$ cat src/rtl/bram_arb_pkg.sv
// Shared types for the two-requester BRAM port arbiter.
package bram_arb_pkg;
  typedef enum logic [1:0] {ARB_FREE, ARB_LOCK0, ARB_LOCK1} arb_state_t;
  localparam int NREQ = 2;
  typedef logic req_id_t;
endpackage

$ cat src/rtl/bram_port_arbiter_if.sv
// Request/response and BRAM-port bundle; master = requesters + BRAM, slave = arbiter.
interface bram_port_arbiter_if #(
  parameter int WADDR = 10,
  parameter int WDATA = 32
);
  logic             pi_req_valid_0, pi_req_valid_1;
  logic             po_req_ready_0, po_req_ready_1;
  logic             pi_req_we_0,    pi_req_we_1;
  logic             pi_req_lock_0,  pi_req_lock_1;
  logic [WADDR-1:0] pi_req_addr_0,  pi_req_addr_1;
  logic [WDATA-1:0] pi_req_wdata_0, pi_req_wdata_1;
  logic             po_rsp_valid_0, po_rsp_valid_1;
  logic [WDATA-1:0] po_rsp_rdata_0, po_rsp_rdata_1;
  logic             po_en, po_we;
  logic [WADDR-1:0] po_addr;
  logic [WDATA-1:0] po_di;
  logic [WDATA-1:0] pi_do;

  modport master (
    output pi_req_valid_0, pi_req_valid_1, pi_req_we_0, pi_req_we_1,
           pi_req_lock_0, pi_req_lock_1, pi_req_addr_0, pi_req_addr_1,
           pi_req_wdata_0, pi_req_wdata_1, pi_do,
    input  po_req_ready_0, po_req_ready_1, po_rsp_valid_0, po_rsp_valid_1,
           po_rsp_rdata_0, po_rsp_rdata_1, po_en, po_we, po_addr, po_di
  );

  modport slave (
    input  pi_req_valid_0, pi_req_valid_1, pi_req_we_0, pi_req_we_1,
           pi_req_lock_0, pi_req_lock_1, pi_req_addr_0, pi_req_addr_1,
           pi_req_wdata_0, pi_req_wdata_1, pi_do,
    output po_req_ready_0, po_req_ready_1, po_rsp_valid_0, po_rsp_valid_1,
           po_rsp_rdata_0, po_rsp_rdata_1, po_en, po_we, po_addr, po_di
  );
endinterface

$ cat src/rtl/bram_arb_grant.sv
// Combinational one-hot grant: round-robin when free, owner-only when locked.
module bram_arb_grant
  import bram_arb_pkg::*;
(
  input  logic [NREQ-1:0] valid,
  input  arb_state_t      arb_state,
  input  req_id_t         prio,
  output logic [NREQ-1:0] grant
);
  always_comb begin
    grant = '0;
    case (arb_state)
      ARB_FREE: begin
        if (&valid) grant[prio] = 1'b1;
        else        grant = valid;
      end
      ARB_LOCK0: grant[0] = valid[0];
      ARB_LOCK1: grant[1] = valid[1];
      default:   grant = '0;
    endcase
  end
endmodule

$ cat src/rtl/bram_port_arbiter.sv
// Shares one BRAM port between two requesters with round-robin, lock for
// atomic RMW, and routing of the one-cycle-late read data to its requester.
module bram_port_arbiter
  import bram_arb_pkg::*;
#(
  parameter int WADDR = 10,
  parameter int WDATA = 32
) (
  input logic pi_clk,
  input logic pi_rst,
  bram_port_arbiter_if.slave bus
);
  arb_state_t      arb_state, arb_state_n;
  req_id_t         prio, prio_n;
  logic            rd_pend, rd_pend_n;
  req_id_t         rd_src, rd_src_n;
  logic [NREQ-1:0] valid, grant_raw, gnt;
  logic            acc, lock, we;
  req_id_t         src;

  assign valid = {bus.pi_req_valid_1, bus.pi_req_valid_0};

  bram_arb_grant u_grant (
    .valid     (valid),
    .arb_state (arb_state),
    .prio      (prio),
    .grant     (grant_raw)
  );

  // Reset is async but grant is combinational: mask it so nothing leaks out during reset.
  assign gnt  = grant_raw & {NREQ{~pi_rst}};
  assign acc  = |gnt;
  assign src  = gnt[1];
  assign lock = src ? bus.pi_req_lock_1 : bus.pi_req_lock_0;
  assign we   = src ? bus.pi_req_we_1   : bus.pi_req_we_0;

  assign bus.po_req_ready_0 = gnt[0];
  assign bus.po_req_ready_1 = gnt[1];

  assign bus.po_en   = acc;
  assign bus.po_we   = acc & we;
  assign bus.po_addr = gnt[1] ? bus.pi_req_addr_1  : gnt[0] ? bus.pi_req_addr_0  : '0;
  assign bus.po_di   = gnt[1] ? bus.pi_req_wdata_1 : gnt[0] ? bus.pi_req_wdata_0 : '0;

  assign bus.po_rsp_valid_0 = rd_pend & ~rd_src;
  assign bus.po_rsp_valid_1 = rd_pend &  rd_src;
  assign bus.po_rsp_rdata_0 = bus.po_rsp_valid_0 ? bus.pi_do : '0;
  assign bus.po_rsp_rdata_1 = bus.po_rsp_valid_1 ? bus.pi_do : '0;

  always_comb begin
    arb_state_n = arb_state;
    prio_n      = prio;
    rd_pend_n   = acc & ~we;
    rd_src_n    = acc ? src : rd_src;
    case (arb_state)
      ARB_FREE: begin
        if (acc) begin
          if (lock) arb_state_n = src ? ARB_LOCK1 : ARB_LOCK0;
          else      prio_n      = ~src;
        end
      end
      ARB_LOCK0, ARB_LOCK1: begin
        // Only the owner can be granted here, so src is the lock holder.
        if (acc && !lock) begin
          arb_state_n = ARB_FREE;
          prio_n      = ~src;
        end
      end
      default: arb_state_n = ARB_FREE;
    endcase
  end

  always_ff @(posedge pi_clk or posedge pi_rst) begin
    if (pi_rst) begin
      arb_state <= ARB_FREE;
      prio      <= 1'b0;
      rd_pend   <= 1'b0;
      rd_src    <= 1'b0;
    end else begin
      arb_state <= arb_state_n;
      prio      <= prio_n;
      rd_pend   <= rd_pend_n;
      rd_src    <= rd_src_n;
    end
  end
endmodule

$ cat src/flat_wrapper.sv
// flat-port wrapper written by rule: the top's interface ports become plain ports
module bram_port_arbiter_flat import bram_arb_pkg::*;
#(
  parameter int WADDR = 10,
  parameter int WDATA = 32
)
  (pi_clk, pi_rst, bus_pi_req_valid_0, bus_pi_req_valid_1, bus_pi_req_we_0, bus_pi_req_we_1, bus_pi_req_lock_0, bus_pi_req_lock_1, bus_pi_req_addr_0, bus_pi_req_addr_1, bus_pi_req_wdata_0, bus_pi_req_wdata_1, bus_pi_do, bus_po_req_ready_0, bus_po_req_ready_1, bus_po_rsp_valid_0, bus_po_rsp_valid_1, bus_po_rsp_rdata_0, bus_po_rsp_rdata_1, bus_po_en, bus_po_we, bus_po_addr, bus_po_di);
  bram_port_arbiter_if #(.WADDR(WADDR), .WDATA(WDATA)) bus_i ();
  input logic pi_clk;
  input logic pi_rst;
  input wire logic [$bits(bus_i.pi_req_valid_0)-1:0] bus_pi_req_valid_0;
  input wire logic [$bits(bus_i.pi_req_valid_1)-1:0] bus_pi_req_valid_1;
  input wire logic [$bits(bus_i.pi_req_we_0)-1:0] bus_pi_req_we_0;
  input wire logic [$bits(bus_i.pi_req_we_1)-1:0] bus_pi_req_we_1;
  input wire logic [$bits(bus_i.pi_req_lock_0)-1:0] bus_pi_req_lock_0;
  input wire logic [$bits(bus_i.pi_req_lock_1)-1:0] bus_pi_req_lock_1;
  input wire logic [$bits(bus_i.pi_req_addr_0)-1:0] bus_pi_req_addr_0;
  input wire logic [$bits(bus_i.pi_req_addr_1)-1:0] bus_pi_req_addr_1;
  input wire logic [$bits(bus_i.pi_req_wdata_0)-1:0] bus_pi_req_wdata_0;
  input wire logic [$bits(bus_i.pi_req_wdata_1)-1:0] bus_pi_req_wdata_1;
  input wire logic [$bits(bus_i.pi_do)-1:0] bus_pi_do;
  output wire logic [$bits(bus_i.po_req_ready_0)-1:0] bus_po_req_ready_0;
  output wire logic [$bits(bus_i.po_req_ready_1)-1:0] bus_po_req_ready_1;
  output wire logic [$bits(bus_i.po_rsp_valid_0)-1:0] bus_po_rsp_valid_0;
  output wire logic [$bits(bus_i.po_rsp_valid_1)-1:0] bus_po_rsp_valid_1;
  output wire logic [$bits(bus_i.po_rsp_rdata_0)-1:0] bus_po_rsp_rdata_0;
  output wire logic [$bits(bus_i.po_rsp_rdata_1)-1:0] bus_po_rsp_rdata_1;
  output wire logic [$bits(bus_i.po_en)-1:0] bus_po_en;
  output wire logic [$bits(bus_i.po_we)-1:0] bus_po_we;
  output wire logic [$bits(bus_i.po_addr)-1:0] bus_po_addr;
  output wire logic [$bits(bus_i.po_di)-1:0] bus_po_di;
  assign bus_i.pi_req_valid_0 = bus_pi_req_valid_0;
  assign bus_i.pi_req_valid_1 = bus_pi_req_valid_1;
  assign bus_i.pi_req_we_0 = bus_pi_req_we_0;
  assign bus_i.pi_req_we_1 = bus_pi_req_we_1;
  assign bus_i.pi_req_lock_0 = bus_pi_req_lock_0;
  assign bus_i.pi_req_lock_1 = bus_pi_req_lock_1;
  assign bus_i.pi_req_addr_0 = bus_pi_req_addr_0;
  assign bus_i.pi_req_addr_1 = bus_pi_req_addr_1;
  assign bus_i.pi_req_wdata_0 = bus_pi_req_wdata_0;
  assign bus_i.pi_req_wdata_1 = bus_pi_req_wdata_1;
  assign bus_i.pi_do = bus_pi_do;
  assign bus_po_req_ready_0 = bus_i.po_req_ready_0;
  assign bus_po_req_ready_1 = bus_i.po_req_ready_1;
  assign bus_po_rsp_valid_0 = bus_i.po_rsp_valid_0;
  assign bus_po_rsp_valid_1 = bus_i.po_rsp_valid_1;
  assign bus_po_rsp_rdata_0 = bus_i.po_rsp_rdata_0;
  assign bus_po_rsp_rdata_1 = bus_i.po_rsp_rdata_1;
  assign bus_po_en = bus_i.po_en;
  assign bus_po_we = bus_i.po_we;
  assign bus_po_addr = bus_i.po_addr;
  assign bus_po_di = bus_i.po_di;
  bram_port_arbiter #(.WADDR(WADDR), .WDATA(WDATA)) u_core (.pi_clk(pi_clk), .pi_rst(pi_rst), .bus(bus_i));
endmodule
$ cat config.mk
export PLATFORM = sky130hd
export DESIGN_NAME = bram_port_arbiter_flat
export DESIGN_NICKNAME = d
export VERILOG_FILES = /design/src/rtl/bram_arb_pkg.sv /design/src/rtl/bram_port_arbiter_if.sv /design/src/rtl/bram_arb_grant.sv /design/src/rtl/bram_port_arbiter.sv /design/src/flat_wrapper.sv
export SDC_FILE = /design/constraint.sdc
export NUM_CORES = 1
export LEC_CHECK = 0
export ABC_AREA = 1
export BUFFER_PORTS_ARGS = -buffer_cell sky130_fd_sc_hd__buf_2
export CORE_AREA = 2 2 92 94
export CTS_BUF_LIST = sky130_fd_sc_hd__clkbuf_2
export DETAILED_ROUTE_END_ITERATION = 16
export DIE_AREA = 0 0 94 96
export GPL_ROUTABILITY_DRIVEN = 0
export HOLD_SLACK_MARGIN = 0.03
export PLACE_DENSITY = 0.65
export SLEW_MARGIN = 20
export SYNTH_ARGS = -nofsm -noshare
export SYNTH_HDL_FRONTEND = slang
export SYNTH_HIERARCHICAL = 1
export SYNTH_SLANG_ARGS = --single-unit
$ cat constraint.sdc
create_clock -name pi_clk -period 1.35 [get_ports pi_clk]
set_input_delay 0 -clock pi_clk [delete_from_list [all_inputs] [get_ports pi_clk]]
set_output_delay 0 -clock pi_clk [all_outputs]
set_load 0.02 [all_outputs]
==> out/metrics.csv <==
stage;metric;value;unit
global_route;met3 Use GR;2.19;%
synth;largest cells by area after synthesis;nand2_1, nor2_1, o21ai_0;
clocking;Clock Tree Root;clkbuf_2;
clocking;clock latency on the worst-skew pair;230;ps
synth;number of synthesized flops with an enable pin;0;
sta;Hold Fails Final Rpt;0;
synth;synth unique cells;15;
global_route;GRT busiest layer;met2;
clocking;Num CTS Buffers;3;
global_route;GRT met1 Usage;13.6;%
critical_path;crit path to;bus_po_di[8];
power;Leak;0.00230;uW
sta;Tmin final;1650;ps
min_path;Hold Path Origin;bus_pi_req_we_0;
layout;utilization after layout;44.1;%
synth;top post-synthesis cells by count;nand2_1, nor2_1, inv_1;
outcome;status;complete, but fails checks;
synth;syn_nets;428;
sta;worst-margin pin slew;254;ps
clocking;CTS clk-pin slew, worst paths;70;ps
layout;antenna fix cells;0;
layout;Layout area overhead;158;%
clocking;clock sink count;5;
drt;DR DRC count;0;
critical_path;CP max FO;9;
floorplan;Die W;94;um
global_route;initial antenna violation count;0;
floorplan;Die Y;96;um
clocking;H-tree depth;1;
placement;IO buf count;235;
floorplan;Core ar.;0.00805;mm^2
sta;Peak Freq;607;MHz
synth;count leader, synth;nand2_1;
synth;sequential element share of the synthesized area;9.09;%
placement;dpl ws;-69.5;ps
run;number of max-cap violations;0;
synth;FFs w/ async S/R, synth;100;%
global_route;All-Layer GR Usage;14.2;%
floorplan;standard-cell rows;33;
clocking;CTS tree;built;
outcome;failing checks;setup timing;
synth;synth warn;6;
critical_path;Crit. End Element;output port;
synth;Seq cells post-synth;5;
critical_path;Critical Path Start;u_core/arb_state[1];
drt;via/cell ratio;4.28;
global_route;global-route wire length before repair;10400;um
global_route;largest net degree at the start of global routing;37;
drt;post-route ant nets;0;
sta;final worst-path cycle share;122;%
power;worst vdd ir;661;uV
sta;post-route setup slack;-296;ps
floorplan;I/O pin count;236;
synth;top_reg_cell synth;dfrtp_1;
synth;Post-Syn Area;0.00138;mm^2
synth;Post-Synthesis Cells;303;
drt;via count;2812;
critical_path;CP Class;flop to output port;
synth;average size of a mapped cell;4.54;um^2
sta;final setup violation count;50;
floorplan;Die ar.;0.00902;mm^2
sta;max-slew violation total from the final report;0;
placement;HPWL after detailed placement;5960;um
clocking;CTS max path bufs;2;
global_route;vias in the first global route;2374;
sta;Worst Skew;17.9;ps
sta;unrepaired setup endpoints after global routing;yes;
layout;Final nets;678;
critical_path;Setup crit start kind;flop;
drt;final WL;8540;um
drt;initial DRC count;37;
critical_path;Reg2Reg Setup Slack;-230;ps
sta;Slew headroom;83.0;%
min_path;Hold Path Class;input pin to flop;
drt;routed length per instance;13.0;um
floorplan;initial core utilization;17.1;%
global_route;grt met2 use;30.5;%
drt;Pre-Repair DR Iteration Count;5;
synth;post-synth top area cell;nand2_1;
layout;layout cells sized above 1;63.0;%
global_route;gr ovfl total;0;
power;PwrDens;1330;mW/mm^2
critical_path;Critical Path AT;1650;ps
critical_path;worst reg-to-reg path cell count;13;
critical_path;Critical R2R Capture;u_core/arb_state[1];
synth;Synth top area share;27.8;%
critical_path;critical path required time;1350;ps
critical_path;Worst R2R Start;u_core/arb_state[1];
cell families after synthesis:
family                   synth area share [%]
AO/OA/AOI/OAI                            16.4
AND/OR/NAND/NOR                          51.7
buffers and inverters                    21.9
adder cells (fa/ha/maj)                 0.909
flip-flops                               9.09
area by class of cell:
cell class,count,area (um^2)
Fill cell,823,4500
Timing Repair Buffer,263,1790
Multi-Input combinational cell,227,1260
Inverter,53,216
Tap cell,105,131
Sequential cell,5,125
Clock buffer,4,20.0
metal layers:
metal  wire (um)  vias up
met5           0        -
met4         146        0
met3         752       12
met2        4770      171
met1        2870     1236
li1            -     1393
worst max-delay path, stage by stage, from the launching register on:
cell	delay, ps
dfrtp_1	420
inv_2	80
nand3_2	90
nand2_2	100
inv_4	60
inv_4	120
clkbuf_16	170
nand2_1	80
o21ai_2	160
buf_6	140
through the flow:
| step | cells | cell area [um^2] | hold WS, ps | total power, uW | setup TNS [ps] |
|---|---|---|---|---|---|
| after floorplan | 303 | 1380 | -211 | 2120 | 0 |
| after global placement | 637 | 2720 | -80.5 | 3140 | -333 |
| after detailed placement | 637 | 2720 | -69.0 | 3190 | -1660 |
| after CTS | 650 | 3030 | 128 | 3800 | -9830 |
| after global routing | 657 | 3550 | 167 | 5030 | -15060 |
| final | 657 | 3550 | 145 | 4730 | -11430 |
what timing repair did:
action	in CTS	in global routing
gates cloned	1	8
endpoints found under the hold margin	5	0
setup buffers	7	0
hold buffers	1	0
resized for setup	74	104
pin swaps	7	7
setup endpoints to repair	49	52
how the worst min path moves through the flow:
stage                                     end  slack [ps]  depth (start not counted)
after detailed placement       u_core/rd_pend         -70                          2
after global routing           u_core/rd_pend         170                          5
final                          u_core/rd_pend         140                          5
after CTS                      u_core/rd_pend         130                          5
after floorplan           u_core/arb_state[0]        -210                          1
after global placement         u_core/rd_pend         -80                          2
where the power goes:
part | internal [uW] | switching [uW]
sequential | 218 | 43.5
clock | 78.6 | 67.1
combinational | 1850 | 2470
total | 2150 | 2580
flip-flops by register name (all words and copies together) (netlist names):
| signal | count |
|---|---|
| u_core/rd_src | 1 |
| u_core/rd_pend | 1 |
| u_core/arb_state | 2 |
| u_core/prio | 1 |
cell usage in the layout (no fill, tap or decap), types with 3 or more instances in the layout:
master	instances
buf_2	189
nor2_1	67
nand2_1	61
inv_1	45
buf_4	35
nand2_2	28
buf_6	24
o21ai_1	23
o21ai_2	21
nand2_4	15
clkbuf_16	6
inv_2	5
dfrtp_1	5
clkbuf_2	4
buf_12	4
buf_8	3
nand3_2	3
No activity file was read; power rests on OpenSTA's default activity.
